==> src/rtl/eit_frame_assembler.sv <==
// EIT frame assembler: averages ADC samples per enabled channel for each excitation
// step, then queues the averages in ascending channel order into a fall-through FIFO.
module eit_frame_assembler #(
    parameter int NUM_STEPS  = 16,
    parameter int AVG_LOG2   = 2,
    parameter int FIFO_DEPTH = 16
) (
    input  logic        clk,
    input  logic        reset_n,
    input  logic        frame_start,
    input  logic        abort,
    input  logic [7:0]  channel_mask,
    input  logic [2:0]  sample_channel,
    input  logic [15:0] sample_data,
    input  logic        sample_valid,
    input  logic        adc_error,
    output logic [15:0] out_data,
    output logic [3:0]  out_step,
    output logic        out_last,
    output logic        out_valid,
    input  logic        out_ready,
    output logic        step_done,
    output logic        busy,
    output logic        sample_dropped,
    output logic        frame_error
);
    localparam int ACC_W = 16 + AVG_LOG2;
    localparam int CNT_W = AVG_LOG2 + 1;
    localparam logic [CNT_W-1:0] CNT_FULL   = CNT_W'(1 << AVG_LOG2);
    localparam logic [CNT_W-1:0] CNT_ALMOST = CNT_W'((1 << AVG_LOG2) - 1);
    localparam int PTR_W = $clog2(FIFO_DEPTH);
    localparam logic [PTR_W:0] FIFO_FULL_CNT = (PTR_W + 1)'(FIFO_DEPTH);
    localparam logic [3:0] LAST_STEP = 4'(NUM_STEPS - 1);

    typedef enum logic [1:0] {IDLE, COLLECT, DRAIN} state_t;
    state_t state_reg, state_next;

    logic [7:0]         mask_reg;
    logic [7:0]         drained_reg;
    logic [3:0]         step_reg;
    logic               step_done_reg;
    logic               sample_dropped_reg;
    logic               frame_error_reg;
    logic [20:0]        fifo_mem [FIFO_DEPTH];
    logic [PTR_W-1:0]   wr_ptr_reg, rd_ptr_reg;
    logic [PTR_W:0]     count_reg;

    logic [8*ACC_W-1:0] acc_flat;
    logic [7:0]         cnt_full, cnt_almost, full_next;
    logic               start_ok, start_bad, accept, step_complete;
    logic [7:0]         pending;
    logic [2:0]         drain_ch;
    logic               last_word, fifo_full, fifo_empty, push, pop, end_of_step;
    logic signed [ACC_W-1:0] drain_acc, drain_shifted;
    logic [20:0]        push_word, head_word;

    assign start_ok  = (state_reg == IDLE) && frame_start && !abort && (channel_mask != 8'h00);
    assign start_bad = (state_reg == IDLE) && frame_start && !abort && (channel_mask == 8'h00);
    assign accept    = (state_reg == COLLECT) && sample_valid && mask_reg[sample_channel]
                       && !cnt_full[sample_channel];

    genvar gi;
    generate
        for (gi = 0; gi < 8; gi++) begin : g_ch
            logic signed [ACC_W-1:0] acc_reg;
            logic [CNT_W-1:0]        cnt_reg;
            logic                    hit;

            assign hit = accept && (sample_channel == 3'(gi));

            always_ff @(posedge clk or negedge reset_n) begin
                if (!reset_n) begin
                    acc_reg <= '0;
                    cnt_reg <= '0;
                end else if (abort || start_ok || end_of_step) begin
                    acc_reg <= '0;
                    cnt_reg <= '0;
                end else if (hit) begin
                    acc_reg <= acc_reg + ACC_W'(signed'(sample_data));
                    cnt_reg <= cnt_reg + 1'b1;
                end
            end

            assign acc_flat[gi*ACC_W +: ACC_W] = acc_reg;
            assign cnt_full[gi]   = (cnt_reg == CNT_FULL);
            assign cnt_almost[gi] = (cnt_reg == CNT_ALMOST);
            assign full_next[gi]  = cnt_full[gi] | (hit & cnt_almost[gi]);
        end
    endgenerate

    // The step is complete once every enabled channel is full, counting this cycle's sample.
    assign step_complete = (state_reg == COLLECT) && (&(full_next | ~mask_reg));

    assign pending = mask_reg & ~drained_reg;

    always_comb begin
        drain_ch = 3'd0;
        for (int i = 7; i >= 0; i--) begin
            if (pending[i]) drain_ch = 3'(i);
        end
    end

    assign last_word     = ((pending & (pending - 8'd1)) == 8'h00);
    assign fifo_full     = (count_reg == FIFO_FULL_CNT);
    assign fifo_empty    = (count_reg == '0);
    assign pop           = !fifo_empty && out_ready && !abort;
    // A pop in the same cycle frees a slot, so a full FIFO still accepts the push.
    assign push          = (state_reg == DRAIN) && !abort && (!fifo_full || pop);
    assign end_of_step   = push && last_word;
    assign drain_acc     = acc_flat[int'(drain_ch)*ACC_W +: ACC_W];
    assign drain_shifted = drain_acc >>> AVG_LOG2;
    assign push_word     = {last_word && (step_reg == LAST_STEP), step_reg, drain_shifted[15:0]};

    always_comb begin
        state_next = state_reg;
        if (abort) begin
            state_next = IDLE;
        end else begin
            case (state_reg)
                IDLE:    if (start_ok) state_next = COLLECT;
                COLLECT: if (step_complete) state_next = DRAIN;
                DRAIN:   if (end_of_step) state_next = (step_reg == LAST_STEP) ? IDLE : COLLECT;
                default: state_next = IDLE;
            endcase
        end
    end

    always_ff @(posedge clk or negedge reset_n) begin
        if (!reset_n) begin
            state_reg          <= IDLE;
            mask_reg           <= 8'h00;
            drained_reg        <= 8'h00;
            step_reg           <= 4'd0;
            step_done_reg      <= 1'b0;
            sample_dropped_reg <= 1'b0;
            frame_error_reg    <= 1'b0;
        end else begin
            state_reg     <= state_next;
            step_done_reg <= end_of_step;
            if (start_ok) mask_reg <= channel_mask;

            if (abort || start_ok || end_of_step) drained_reg <= 8'h00;
            else if (push)                        drained_reg[drain_ch] <= 1'b1;

            if (abort || start_ok)   step_reg <= 4'd0;
            else if (end_of_step)    step_reg <= (step_reg == LAST_STEP) ? 4'd0 : step_reg + 4'd1;

            if (sample_valid && (state_reg != COLLECT)) sample_dropped_reg <= 1'b1;
            else if (start_ok || start_bad)             sample_dropped_reg <= 1'b0;

            if (start_bad)                                frame_error_reg <= 1'b1;
            else if (start_ok)                            frame_error_reg <= 1'b0;
            else if (adc_error && (state_reg != IDLE))    frame_error_reg <= 1'b1;
        end
    end

    always_ff @(posedge clk) begin
        if (push) fifo_mem[wr_ptr_reg] <= push_word;
    end

    always_ff @(posedge clk or negedge reset_n) begin
        if (!reset_n) begin
            wr_ptr_reg <= '0;
            rd_ptr_reg <= '0;
            count_reg  <= '0;
        end else if (abort) begin
            wr_ptr_reg <= '0;
            rd_ptr_reg <= '0;
            count_reg  <= '0;
        end else begin
            if (push) wr_ptr_reg <= wr_ptr_reg + 1'b1;
            if (pop)  rd_ptr_reg <= rd_ptr_reg + 1'b1;
            case ({push, pop})
                2'b10:   count_reg <= count_reg + 1'b1;
                2'b01:   count_reg <= count_reg - 1'b1;
                default: count_reg <= count_reg;
            endcase
        end
    end

    // Head word is masked while empty so the outputs read zero after reset or flush.
    assign head_word      = fifo_empty ? 21'd0 : fifo_mem[rd_ptr_reg];
    assign out_data       = head_word[15:0];
    assign out_step       = head_word[19:16];
    assign out_last       = head_word[20];
    assign out_valid      = !fifo_empty;
    assign step_done      = step_done_reg;
    assign busy           = (state_reg != IDLE);
    assign sample_dropped = sample_dropped_reg;
    assign frame_error    = frame_error_reg;

endmodule

==> config.mk <==
export PLATFORM = sky130hd
export DESIGN_NAME = eit_frame_assembler
export DESIGN_NICKNAME = d
export VERILOG_FILES = /design/src/rtl/eit_frame_assembler.sv
export SDC_FILE = /design/constraint.sdc
export NUM_CORES = 1
export LEC_CHECK = 0
export BUFFER_PORTS_ARGS = -buffer_cell sky130_fd_sc_hd__buf_4
export CAP_MARGIN = 10
export CORE_MARGIN = 1.5
export CORE_UTILIZATION = 51
export CTS_BUF_LIST = sky130_fd_sc_hd__clkbuf_2
export DETAILED_ROUTE_END_ITERATION = 16
export GPL_TIMING_DRIVEN = 0
export PLACE_DENSITY = 0.66
export SLEW_MARGIN = 0
export SYNTH_ARGS = -nofsm -noshare
export SYNTH_HDL_FRONTEND = slang
export SYNTH_SLANG_ARGS = --single-unit
==> constraint.sdc <==
create_clock -name clk -period 3.7 [get_ports clk]
set_input_delay 0.74 -clock clk [delete_from_list [all_inputs] [get_ports clk]]
set_output_delay 0.74 -clock clk [all_outputs]
set_load 0.01 [all_outputs]
Word level (Yosys, flattened, before mapping)
Memory sizes are Yosys's and may differ from the RTL's.
Index checks and enable logic that the tools add are counted.
{"block": "totals", "regBits": 206, "ramBits": 336, "in_bits": 34, "out_inout_bits": 26, "word_cells": 237, "memories": 1}
{"block": "op_classes", "addsub": 22, "mul": 1, "n_lt_le_gt_ge": 3, "eq_ne": 33, "n_shift": 1, "n_mux": 71, "bitwise_logic": 22, "n_reduce_logical": 57}
{"memory": "fifo_mem", "depth": 16, "width": 21, "read_ports": 1, "rd_ports_with_merged_regs": 0, "write_ports": 1, "line_no": "44", "source": "logic [20:0] fifo_mem [FIFO_DEPTH];"}
{"operator": "$mux 18", "count": 16}
{"operator": "$add 18x16->18", "count": 8}
{"operator": "$shiftx 144x9->18", "count": 1}
{"operator": "$mux 3", "count": 24}
{"operator": "$eq 3x3->1 const B", "count": 12}
{"operator": "$eq 3x2->1 const B", "count": 10}
{"operator": "$mux 4", "count": 7}
{"operator": "$reduce_bool 2->1", "count": 14}
{"operator": "$logic_and 1x1->1", "count": 25}
{"operator": "$add 3x1->3 const B", "count": 8}
{"operator": "$mux 21", "count": 1}
{"operator": "$and 8x8->8", "count": 2}
{"operator": "$logic_not 8->1", "count": 2}
{"operator": "$mux 8", "count": 2}
{"operator": "$not 8->8", "count": 2}
{"operator": "$or 8x8->8", "count": 2}
{"operator": "$add 4x1->4 const B", "count": 3}
{"operator": "$mux 1", "count": 11}
{"operator": "$pmux 5 s2", "count": 1}
{"operator": "$ne 3x3->1 const B", "count": 3}
{"operator": "$and 1x1->1", "count": 8}
{"operator": "$lt 3x4->1 const B", "count": 2}
{"operator": "$mux 2", "count": 4}
{"operator": "$or 1x1->1", "count": 8}
{"operator": "24 further kinds", "count": 34}

Logic depth before layout (Yosys ltp)
{"block": "logic_depth", "word_depth": 17, "ltp_mapped": 12, "depth_no_buf": 12}

Worst setup path before layout
OpenSTA, ideal clock, no wires.
{"block": "synth_timing", "path_kind": "in2reg", "from": "input sample_data[0]", "to": "register g_ch[6].acc_reg[16]", "setup_time_ps": 94, "arrival_time_ps": 2889, "slack_ps": 717, "cell_stages": 10, "path_cell_list": "ha_1 > fa_1 > a21oi_1 > o211ai_1 > o41ai_1 > o21ai_0 > a21oi_1 > a21oi_1 > xnor2_1 > a211oi_1"}
{"block": "synth_between", "elab_chain_len": 3}
{"item": "start, declared", "line_no": "14", "source": "input logic [15:0] sample_data,"}
{"item": "$add 18x16->18", "line_no": "79", "source": "acc_reg <= acc_reg + ACC_W'(signed'(sample_data));"}
{"item": "$mux 18", "line_no": "78", "source": "end else if (hit) begin"}
{"item": "$mux 18", "line_no": "75", "source": "end else if (abort || start_ok || end_of_step) begin"}
{"item": "end signal, assigned", "line_no": "79"}
{"item": "end, declared", "line_no": "65", "source": "logic signed [ACC_W-1:0] acc_reg;"}
No other way between the ends. The select of a mux whose other input is x is not followed.
A chain may end at the register's enable or synchronous reset.

Worst setup path after layout
{"block": "layout_timing", "from": "register rd_ptr_reg[0]", "to": "output out_data[9]"}
{"block": "layout_between", "elab_chain_len": 2}
{"item": "start, declared", "line_no": "45", "source": "logic [PTR_W-1:0] wr_ptr_reg, rd_ptr_reg;"}
{"item": "start signal, assigned", "line_no": "172", "source": "if (pop) rd_ptr_reg <= rd_ptr_reg + 1'b1;"}
{"item": "$mem_v2 16x21"}
{"item": "$mux 21", "line_no": "182", "source": "assign head_word = fifo_empty ? 21'd0 : fifo_mem[rd_ptr_reg];"}
{"item": "end, declared", "line_no": "17", "source": "output logic [15:0] out_data,"}
No other way between the ends.

==> flow_summary.ini <==
[power_and_ir_drop]
leakagePower_nw = 12.9
p_int_w = 0.00970
ir_worst_vdd_mv = 0.247
p_switching_w = 0.00451
power.share.clock = 0.298
p_per_area_nw_per_um2 = 429
swShare = 0.317
seq_power_share = 0.461
p_comb_frac = 0.241

[detailed_routing]
drtPass1Iterations = 6
drc = 0
drt-wirelength-per-cell_um = 22.6
dr_wl_met3_um = 4660
drt-initial-drc-count = 1450
ant_nets = 0
vias = 21780
viasPerCell = 5.94
highest_layer = met4
wl_met1_um = 33700
wl_met2_um = 41000
wl_um = 83100

[timing]
fin_worst_skew_ps = 106
tightestPinTransition_ps = 1260
finalWorstSetupSlack_ps = -197
fmax_ghz = 0.257
setup_tns_ps = -2930
finalCriticalPeriod_ps = 3900
rsz0062_at_grt = true
whs_ps = 147
drv_slew = 0
setup_viol = 21
hold_viol_final = 0
period_share = 1.05
max_slew_margin = 0.158

[clocking]
worstSkewPairLatency_ps = 1370
clk_pin_slew_ps = 100
cts_tree = done
h-tree-depth = 4
cts_sinks = 542
clockBufferDepth = 3
cts_buffers = 143
clockRootBuffer = clkbuf_2

[floorplan]
die_w_um = 241
core_um2 = 56300
rows = 87
ios = 60
die_area_um2 = 58300
die_h_um = 241
initial_utilization = 0.515

[synth]
async_reset_ff_frac = 0.380
synth_area_leader_cell = edfxtp_1
yosysTopAreaCellShare = 0.348
syn_area_um2 = 29000
synth_cell_type_count = 74
yosys_warnings = 0
synth_area_leaders = edfxtp_1 35%, dfrtp_1 18%, ha_1 7.3%
synthFlopType = edfxtp_1
postSynthCellCount = 2549
ys_seq_area_frac = 0.526
synth_nets = 2761
synth_edf_count = 336
avgSynthCellArea_um2 = 11.4
ys_ff_latch = 542

[final_layout]
fillerInstances = 4729
drive_gt1_frac = 0.188
final_cell_mix = 336 x edfxtp_1, 302 x nand2_1, 219 x a21oi_1
final_common_cell = edfxtp_1
largest_reg_flops = 336
areaGrowthSynthToFinish_pct = 14.2
fin_util = 0.589
final_nets = 3016

[place]
hpwl_um = 58300
portBuffers = 58
place.gp.congestion = 0.970
dpl_worst_slack_ps = -157

[global_route]
grt_pass1_wl_um = 126000
grt_pass1_vias = 21721
antenna_found_initial = 2
grt_usage = 0.292
gr-total-overflow = 0
grt_max_degree = 102

[status]
violations = negative setup slack
status = complete, but fails checks

[critical_path]
cp-end-kind = output port
critPathRequiredTime_ps = 2960
critPathLaunchType = register
critPathKind = reg -> out
cp.arrival_ps = 3160
worst-path-max-fanout = 7

[min_path]
hold_class = in -> reg

[run]
drv_cap = 0
==> synthesized netlist by cell type, drive strengths merged (6+ instances only) <==
cell type,number
edfxtp,336
nand2,305
nor2,220
a21oi,219
dfrtp,206
ha,169
mux2i,118
o21ai,96
xnor2,84
inv,59
a211oi,55
clkbuf,55
nand3,54
nor3,54
buf,49
mux4,44
xor2,36
o221ai,31
o21a,30
a221oi,23
o22ai,22
a31oi,21
nor2b,21
mux2,20
or3,20
a21o,19
and2,15
a22oi,13
and3,12
nand4,12
a222oi,11
o211ai,10
o21bai,10
fa,9
nor4,9
nand2b,8
or2,8
a311oi,7
o41ai,7
a31o,6
o2111ai,6
o31ai,6
==> worst max-delay path, cell delays in order (launching register included) <==
cell      delay [ps]
dfrtp_2          450
buf_12           170
buf_8            130
buf_12           130
mux4_2           510
o22ai_2          220
a221oi_4          70
buf_4            210
==> routing by layer <==
metal,GRT usage,up-vias
met5,0,-
met4,0.153,0
met3,0.0482,175
met2,0.491,711
met1,0.364,10730
li1,-,10164
==> kinds of logic after synthesis <==
group,synth area share
buffers and inverters,0.0241
adders and majority gates,0.0795
xor gates and xnor gates,0.0362
AOI/OAI and AO/OA,0.136
muxes,0.0827
DFF,0.526
and+or+nand+nor,0.116
==> power groups by stage <==
stage / Combinational [W] / Sequential [W] / Clock [W]
after CTS: 0.00337 / 0.00654 / 0.00435
after detailed placement: 0.00273 / 0.00666 / 0
after floorplan: 0.00175 / 0.00662 / 0
after global routing: 0.00362 / 0.00655 / 0.00463
final: 0.00343 / 0.00654 / 0.00423
after global placement: 0.00268 / 0.00666 / 0
==> repair_timing <==
action,4_1_cts,5_1_grt
setup endpoints to repair,125,54
pin swaps,12,24
gates resized for setup,210,29
setup buffers,12,1
cloned,5,2
hold endpoints to repair,188,0
hold buffers,26,0
==> stage by stage <==
stage,area (µm²),cells,power (W)
floorplan,29000,2549,0.00837
global placement,30400,3363,0.00935
detailed placement,30500,3370,0.00940
CTS,33000,3662,0.0143
global route,33100,3669,0.0148
finish,33100,3669,0.0142
==> area by class of cell <==
cell class	instances	area (µm²)	share of cell area
Antenna cell	3	7.51	0.000227
Clock buffer	201	1010	0.0304
Buffer	102	738	0.0223
Multi-Input combinational cell	1843	13600	0.409
Timing Repair Buffer	112	1100	0.0332
Tap cell	756	946	0.0286
Inverter	60	225	0.00680
Sequential cell	542	15200	0.460
Clock inverter	50	299	0.00903
==> worst paths after layout <==
kind,start,end,slack (ps),cells past startpoint
max in group asynchronous,reset_n,g_ch[4].acc_reg[10],1890,4
min,sample_data[7],g_ch[6].acc_reg[7],150,5
max reg2reg,mask_reg[4],fifo_mem[8][15],110,8
min in group asynchronous,reset_n,g_ch[6].acc_reg[1],550,4
min reg2reg,drained_reg[3],drained_reg[3],500,2
max,rd_ptr_reg[0],out_data[9],-200,7
Power figures use the tool's default switching activity.
